==> src/rtl/conv_engine.sv <==
// rtl/conv_engine.sv - 3x3 signed-kernel convolution over a byte image in external memory
module conv_engine #(
    parameter int ImgWidth  = 16,
    parameter int ImgHeight = 10,
    parameter int OutBase   = 160
) (
    input  logic        clk,
    input  logic        Reset,
    input  logic        Start,
    input  logic [35:0] Kernel,
    output logic [15:0] MemAddress,
    input  logic [7:0]  MemDataIn,
    output logic [7:0]  MemDataOut,
    output logic        WriteFlag,
    output logic        Busy,
    output logic        DoneFlag
);
    localparam int ColW = $clog2(ImgWidth);
    localparam int RowW = $clog2(ImgHeight);

    typedef enum logic [1:0] {
        IDLE  = 2'd0,
        READ  = 2'd1,
        WRITE = 2'd2,
        DONE  = 2'd3
    } state_t;

    state_t r_state;
    state_t w_next;

    logic [35:0]        r_kernel;
    logic [ColW-1:0]    r_col;
    logic [RowW-1:0]    r_row;
    logic [3:0]         r_tap;
    logic [1:0]         r_kx;
    logic [1:0]         r_ky;
    logic signed [15:0] r_acc;

    logic               w_accept;
    logic               w_last_tap;
    logic               w_last_col;
    logic               w_last_pix;
    logic signed [3:0]  w_coef;
    logic signed [12:0] w_pix13;
    logic signed [12:0] w_coef13;
    logic signed [12:0] w_prod;
    logic [15:0]        w_rd_addr;
    logic [15:0]        w_wr_addr;
    logic [7:0]         w_clamped;

    assign w_accept   = ((r_state == IDLE) || (r_state == DONE)) && Start;
    assign w_last_tap = (r_tap == 4'd8);
    assign w_last_col = (r_col == ColW'(ImgWidth - 3));
    assign w_last_pix = w_last_col && (r_row == RowW'(ImgHeight - 3));

    // Pixel is unsigned, coefficient signed: worst case 255*-8 fits 13 bits signed
    assign w_coef   = r_kernel[{r_tap, 2'b00} +: 4];
    assign w_pix13  = {5'b0, MemDataIn};
    assign w_coef13 = {{9{w_coef[3]}}, w_coef};
    assign w_prod   = w_pix13 * w_coef13;

    assign w_rd_addr = (16'(r_row) + 16'(r_ky)) * 16'(ImgWidth) + 16'(r_col) + 16'(r_kx);
    assign w_wr_addr = 16'(OutBase) + 16'(r_row) * 16'(ImgWidth - 2) + 16'(r_col);

    always_comb begin
        if (r_acc[15]) begin
            w_clamped = 8'd0;
        end else if (r_acc > 16'sd255) begin
            w_clamped = 8'hFF;
        end else begin
            w_clamped = r_acc[7:0];
        end
    end

    always_ff @(posedge clk) begin
        if (Reset) begin
            r_state <= IDLE;
        end else begin
            r_state <= w_next;
        end
    end

    always_comb begin
        w_next     = r_state;
        Busy       = 1'b0;
        WriteFlag  = 1'b0;
        DoneFlag   = 1'b0;
        MemAddress = 16'd0;
        MemDataOut = 8'd0;
        case (r_state)
            IDLE: begin
                if (Start) begin
                    w_next = READ;
                end
            end
            READ: begin
                Busy       = 1'b1;
                MemAddress = w_rd_addr;
                if (w_last_tap) begin
                    w_next = WRITE;
                end
            end
            WRITE: begin
                Busy       = 1'b1;
                WriteFlag  = 1'b1;
                MemAddress = w_wr_addr;
                MemDataOut = w_clamped;
                w_next     = w_last_pix ? DONE : READ;
            end
            DONE: begin
                DoneFlag = 1'b1;
                if (Start) begin
                    w_next = READ;
                end
            end
            default: w_next = IDLE;
        endcase
    end

    always_ff @(posedge clk) begin
        if (Reset) begin
            r_kernel <= 36'd0;
            r_col    <= '0;
            r_row    <= '0;
            r_tap    <= 4'd0;
            r_kx     <= 2'd0;
            r_ky     <= 2'd0;
            r_acc    <= 16'sd0;
        end else if (w_accept) begin
            r_kernel <= Kernel;
            r_col    <= '0;
            r_row    <= '0;
            r_tap    <= 4'd0;
            r_kx     <= 2'd0;
            r_ky     <= 2'd0;
            r_acc    <= 16'sd0;
        end else if (r_state == READ) begin
            r_acc <= r_acc + {{3{w_prod[12]}}, w_prod};
            if (w_last_tap) begin
                r_tap <= 4'd0;
                r_kx  <= 2'd0;
                r_ky  <= 2'd0;
            end else begin
                r_tap <= r_tap + 4'd1;
                if (r_kx == 2'd2) begin
                    r_kx <= 2'd0;
                    r_ky <= r_ky + 2'd1;
                end else begin
                    r_kx <= r_kx + 2'd1;
                end
            end
        end else if (r_state == WRITE) begin
            r_acc <= 16'sd0;
            if (w_last_pix) begin
                r_col <= '0;
                r_row <= '0;
            end else if (w_last_col) begin
                r_col <= '0;
                r_row <= r_row + RowW'(1);
            end else begin
                r_col <= r_col + ColW'(1);
            end
        end
    end
endmodule

==> config.mk <==
export PLATFORM = sky130hd
export DESIGN_NAME = conv_engine
export DESIGN_NICKNAME = d
export VERILOG_FILES = /design/src/rtl/conv_engine.sv
export SDC_FILE = /design/constraint.sdc
export NUM_CORES = 1
export LEC_CHECK = 0
export ABC_AREA = 1
export BUFFER_PORTS_ARGS = -buffer_cell sky130_fd_sc_hd__buf_4
export CORE_MARGIN = 4
export CORE_UTILIZATION = 50
export DETAILED_ROUTE_END_ITERATION = 12
export PLACE_DENSITY = 0.72
export SLEW_MARGIN = 20
export SYNTH_ARGS = -nofsm -noshare
export SYNTH_HDL_FRONTEND = slang
export SYNTH_SLANG_ARGS = --single-unit
==> constraint.sdc <==
create_clock -name clk -period 10 [get_ports clk]
set_clock_uncertainty 0.15 [all_clocks]
set_input_delay 0.5 -clock clk [delete_from_list [all_inputs] [get_ports clk]]
set_output_delay 0.5 -clock clk [all_outputs]
set_load 0.05 [all_outputs]
==> key figures <==
Global routing
  – First-pass GRT wire length: about 25,000 um
  – Overflow left after global routing: 0
  – Antenna violations before repair: 0
  – GRT Total Usage: 0.2304
  – Via count of the first global-routing pass: about 5,400
  – Largest net degree at the start of global routing: 38

STA
  – Maximum achievable frequency: 160.1 MHz
  – Hold Vio Cnt, Final: 0
  – Unrepaired setup endpoints after global routing: false
  – Relative slew slack: 0.3712
  – Total negative slack for setup checks: 0 ns
  – Time the worst path needs with I/O delays and setup: ~6.2 ns
  – Max-slew violation count: 0
  – Setup Viol. Count Final: 0
  – Fraction of the cycle the final worst path needs: 0.6248
  – Worst Max-Slew Pin Slew: between 0.9 and 1 ns

Die
  – Effective utilization at floorplan: 0.5159
  – Die outline width: approximately 110 um
  – Core region area: between 10,000 and 15,000 sq um
  – Die Y: roughly 110 um
  – Full die area: between 10,000 and 15,000 sq um
  – Top-Level Pins: between 70 and 80
  – Number of standard-cell rows in the floorplan: 38

Synth
  – Cell variety after synth: 46
  – Sequential cell area fraction in the yosys report: 0.2473
  – Area fraction in compound gates after synthesis: 0.1738
  – Warning count from the yosys run: 0
  – Area of the mapped netlist: about 5700 sq um
  – Mean post-synth cell area: ~7 sq um
  – Synth Area in Adders: 0.2089
  – XOR/XNOR share of the synthesized area: 0.02164
  – Multiplexer share of the synthesized area: 0
  – Main combinational cell family by area after synthesis: simple AND/OR/NAND/NOR gates
  – Flip-flop and latch count after synthesis: 70
  – Fraction of registers with async set or reset after synthesis: 0
  – Post-synth EDFFs: 0
  – Prevailing post-synth register cell: sky130_fd_sc_hd__dfxtp_1
  – Simple-gate portion of the synthesized area: 0.2594
  – Number of instances in the synthesized netlist: roughly 810

Critical path
  – Worst Path Max Fanout: 20
  – Worst Path Class, Setup: reg2reg
  – Worst path most repeated cell: sky130_fd_sc_hd__nand2_1
  – Kind of cell adding the most delay to the critical path: adder cells
  – Buf/Inv on CP: 3
  – Required time worst endpoint: roughly 10 ns
  – Reg-to-reg slack, setup: 3.75 ns
  – Startpoint types: flop
  – Data arrival at the endpoint of the critical path: approximately 6.4 ns
  – Nature of the critical path endpoint: flop
  – Worst path max stage delay: between 0.7 and 0.8 ns
  – Cell with the largest stage delay on the worst path: sky130_fd_sc_hd__dfxtp_1

Power and ir drop
  – Worst vdd rail ir drop: approximately 210 uV
  – Net switching power figure: slightly above 900 uW
  – Combinational fraction of design power: 0.601
  – Final Power: approximately 1.8 mW
  – Leakage power summed over all cells: about 3.2 nW
  – Fraction of power consumed by sequential logic: 0.216
  – Int Power: 913.6 uW
  – Power density normalized to cell area: 280.8 nW/um^2
  – Power share of the clock group: 0.183
  – Switching part of the total power: 0.5011

Final layout
  – Layout Area Growth over Synthesis: 15.08%
  – Number of filler instances in the final layout: ~1,100
  – Layout cell share with drive strength beyond 1: 0.1291
  – Final #Nets: roughly 1,000
  – Antenna fix cells: 0
  – Flip-flop and latch area: around 1400 sq um
  – Combined area of the multi-input logic cells: about 3800 sq um

Drt
  – Wirelength per Cell: ~14 um
  – Antenna Violating Nets Remaining: 0
  – Post-route DRC violation count: 0
  – Count of vias placed by the detailed router: about 5,400
  – Number of DRC markers in iteration 0: 442
  – First-pass iteration count of the detailed router: 5
  – Number of vias per cell after detailed routing: roughly 5.3
  – Final Routed Wirelength: between 10,000 and 15,000 um

CTS
  – Clock tree sinks: 70
  – CTS-repair resized insts: 0
  – Number of buffers added for setup after CTS: 0
  – CTS clock-pin slew for the worst setup and hold paths: ~0.07 ns
  – TritonCTS Buffers: 9
  – H-tree depth: 3
  – Clk buf depth: 2
  – Hold bufs inserted after CTS: 0
  – CTS tree: done
  – Root buffer cell: sky130_fd_sc_hd__clkbuf_16
  – Clock network latency to the later pin of the worst-skew pair: approximately 0.34 ns

Worst hold path
  – Class of the worst hold path: in2reg

Place
  – Weighted congestion at the end of routability-driven global placement: ~0.87
  – Estimated wirelength of the detail-placed design: about 11,000 um
  – Number of buffers added on ports: 67

Run
  – MaxCap Viol Count: 0

Run status
  – Outcome: completed
## worst paths after layout
kind	start	to	cells after the start
worst max register to register	r_tap[0]$_SDFFE_PP0P_	r_acc[15]$_SDFFE_PP0P_	29
worst min register to register	r_acc[0]$_SDFFE_PP0P_	r_acc[0]$_SDFFE_PP0P_	2
worst min-delay path	Reset	r_state[1]$_SDFFE_PP0P_	2
worst max-delay path	r_tap[0]$_SDFFE_PP0P_	r_acc[15]$_SDFFE_PP0P_	29
## final cells by class
class,instances,share of cell area
inverters,94,0.05449
clock buffers,9,0.03454
well taps,140,0.02686
clock inverters,7,0.01190
flip-flops and latches,70,0.2149
repair buffers,67,0.07713
multi-input cells,628,0.5802
## power groups by stage
stage | Clock, mW | Sequential (mW) | Combinational (mW)
after floorplan | 0 | 0.376 | 0.850
after global placement | 0 | 0.401 | 1.07
after detailed placement | 0 | 0.401 | 1.10
after CTS | 0.339 | 0.396 | 1.10
after global routing | 0.352 | 0.404 | 1.25
final | 0.335 | 0.396 | 1.10
## metrics by stage
| stage | hold slack [ns] | setup WS [ns] | cell area [sq um] | std cells | utilization |
|---|---|---|---|---|---|
| finish | 0.2116 | 3.752 | 6521 | 1015 | 0.5938 |
| detailed placement | 0.3265 | 3.783 | 6218 | 999 | 0.5662 |
| global route | 0.2126 | 3.233 | 6521 | 1015 | 0.5938 |
| global placement | 0.3142 | 4.047 | 6218 | 999 | 0.5662 |
| CTS | 0.2049 | 3.763 | 6521 | 1015 | 0.5938 |
| floorplan | 0.2995 | 4.636 | 5685 | 817 | - |
## kinds of logic (layout without fill, tap and decap cells)
family / count (synthesis) / count (layout)
AND/OR/NAND/NOR: 348 / 348
buffers and inverters: 119 / 177
XOR/XNOR: 14 / 14
flip-flops: 70 / 70
adder cells (fa/ha/maj): 82 / 82
other: 1 / 6
AO/OA/AOI/OAI: 178 / 178
## cell usage in the layout (no fill, tap or decap), types with 8 or more instances in the layout
cell type,synthesis,routed
sky130_fd_sc_hd__inv_2,10,10
sky130_fd_sc_hd__nor2_1,163,163
sky130_fd_sc_hd__buf_4,7,67
sky130_fd_sc_hd__clkbuf_16,0,9
sky130_fd_sc_hd__nand2_1,127,127
sky130_fd_sc_hd__dfxtp_1,70,70
sky130_fd_sc_hd__fa_1,21,21
sky130_fd_sc_hd__a21oi_1,65,65
sky130_fd_sc_hd__ha_1,61,61
sky130_fd_sc_hd__nand3_1,29,29
sky130_fd_sc_hd__xor2_1,8,8
sky130_fd_sc_hd__o21ai_0,73,73
sky130_fd_sc_hd__inv_1,83,83
## cell usage after synthesis (2+ instances only)
cell type                    n  area share
sky130_fd_sc_hd__nor2_1    163        0.11
sky130_fd_sc_hd__nand2_1   127       0.084
sky130_fd_sc_hd__inv_1      83       0.055
sky130_fd_sc_hd__o21ai_0    73       0.064
sky130_fd_sc_hd__dfxtp_1    70        0.25
sky130_fd_sc_hd__a21oi_1    65       0.057
sky130_fd_sc_hd__ha_1       61        0.13
sky130_fd_sc_hd__nand3_1    29       0.026
sky130_fd_sc_hd__fa_1       21       0.074
sky130_fd_sc_hd__inv_2      10      0.0066
sky130_fd_sc_hd__buf_2       8      0.0071
sky130_fd_sc_hd__clkbuf_1    8      0.0053
sky130_fd_sc_hd__xor2_1      8       0.012
sky130_fd_sc_hd__buf_4       7      0.0093
sky130_fd_sc_hd__o21ai_1     7      0.0062
sky130_fd_sc_hd__o22ai_1     7      0.0077
sky130_fd_sc_hd__a21o_1      6      0.0079
sky130_fd_sc_hd__xnor2_1     6      0.0093
sky130_fd_sc_hd__a211oi_1    4      0.0053
sky130_fd_sc_hd__nand3_2     4      0.0071
sky130_fd_sc_hd__o211ai_1    4      0.0053
sky130_fd_sc_hd__o221ai_1    4      0.0062
sky130_fd_sc_hd__nand3b_1    3      0.0040
sky130_fd_sc_hd__nand4_1     3      0.0033
sky130_fd_sc_hd__nor2_2      3      0.0033
sky130_fd_sc_hd__nor3_1      3      0.0026
sky130_fd_sc_hd__a21oi_2     2      0.0031
sky130_fd_sc_hd__buf_6       2      0.0040
sky130_fd_sc_hd__nand2_2     2      0.0022
sky130_fd_sc_hd__nor3_2      2      0.0035
sky130_fd_sc_hd__o21a_1      2      0.0026
## worst register-to-register path: cells and delay by family (launching register included)
family | cells | cell delay [ns]
fa+ha+maj | 6 | 2.48
simple gates | 12 | 1.24
compound gates | 8 | 1.24
buf+inv | 3 | 0.30
flops | 1 | 0.75
## sequential cells by signal, indices dropped and copies added (netlist names)
signal	count
r_ky	2
r_kx	2
r_state	2
r_col	4
r_row	4
r_acc	16
r_kernel	36
r_tap	4
## per-layer routing
| layer | GRT usage | up-vias | part of all wire |
|---|---|---|---|
| met5 | 0 | - | 0 |
| met4 | 0.06968 | 0 | 0.015 |
| met3 | 0.04440 | 22 | 0.057 |
| met2 | 0.3818 | 141 | 0.48 |
| met1 | 0.3037 | 2464 | 0.45 |
| li1 | - | 2766 | - |
(Power assumes the default switching activity.)
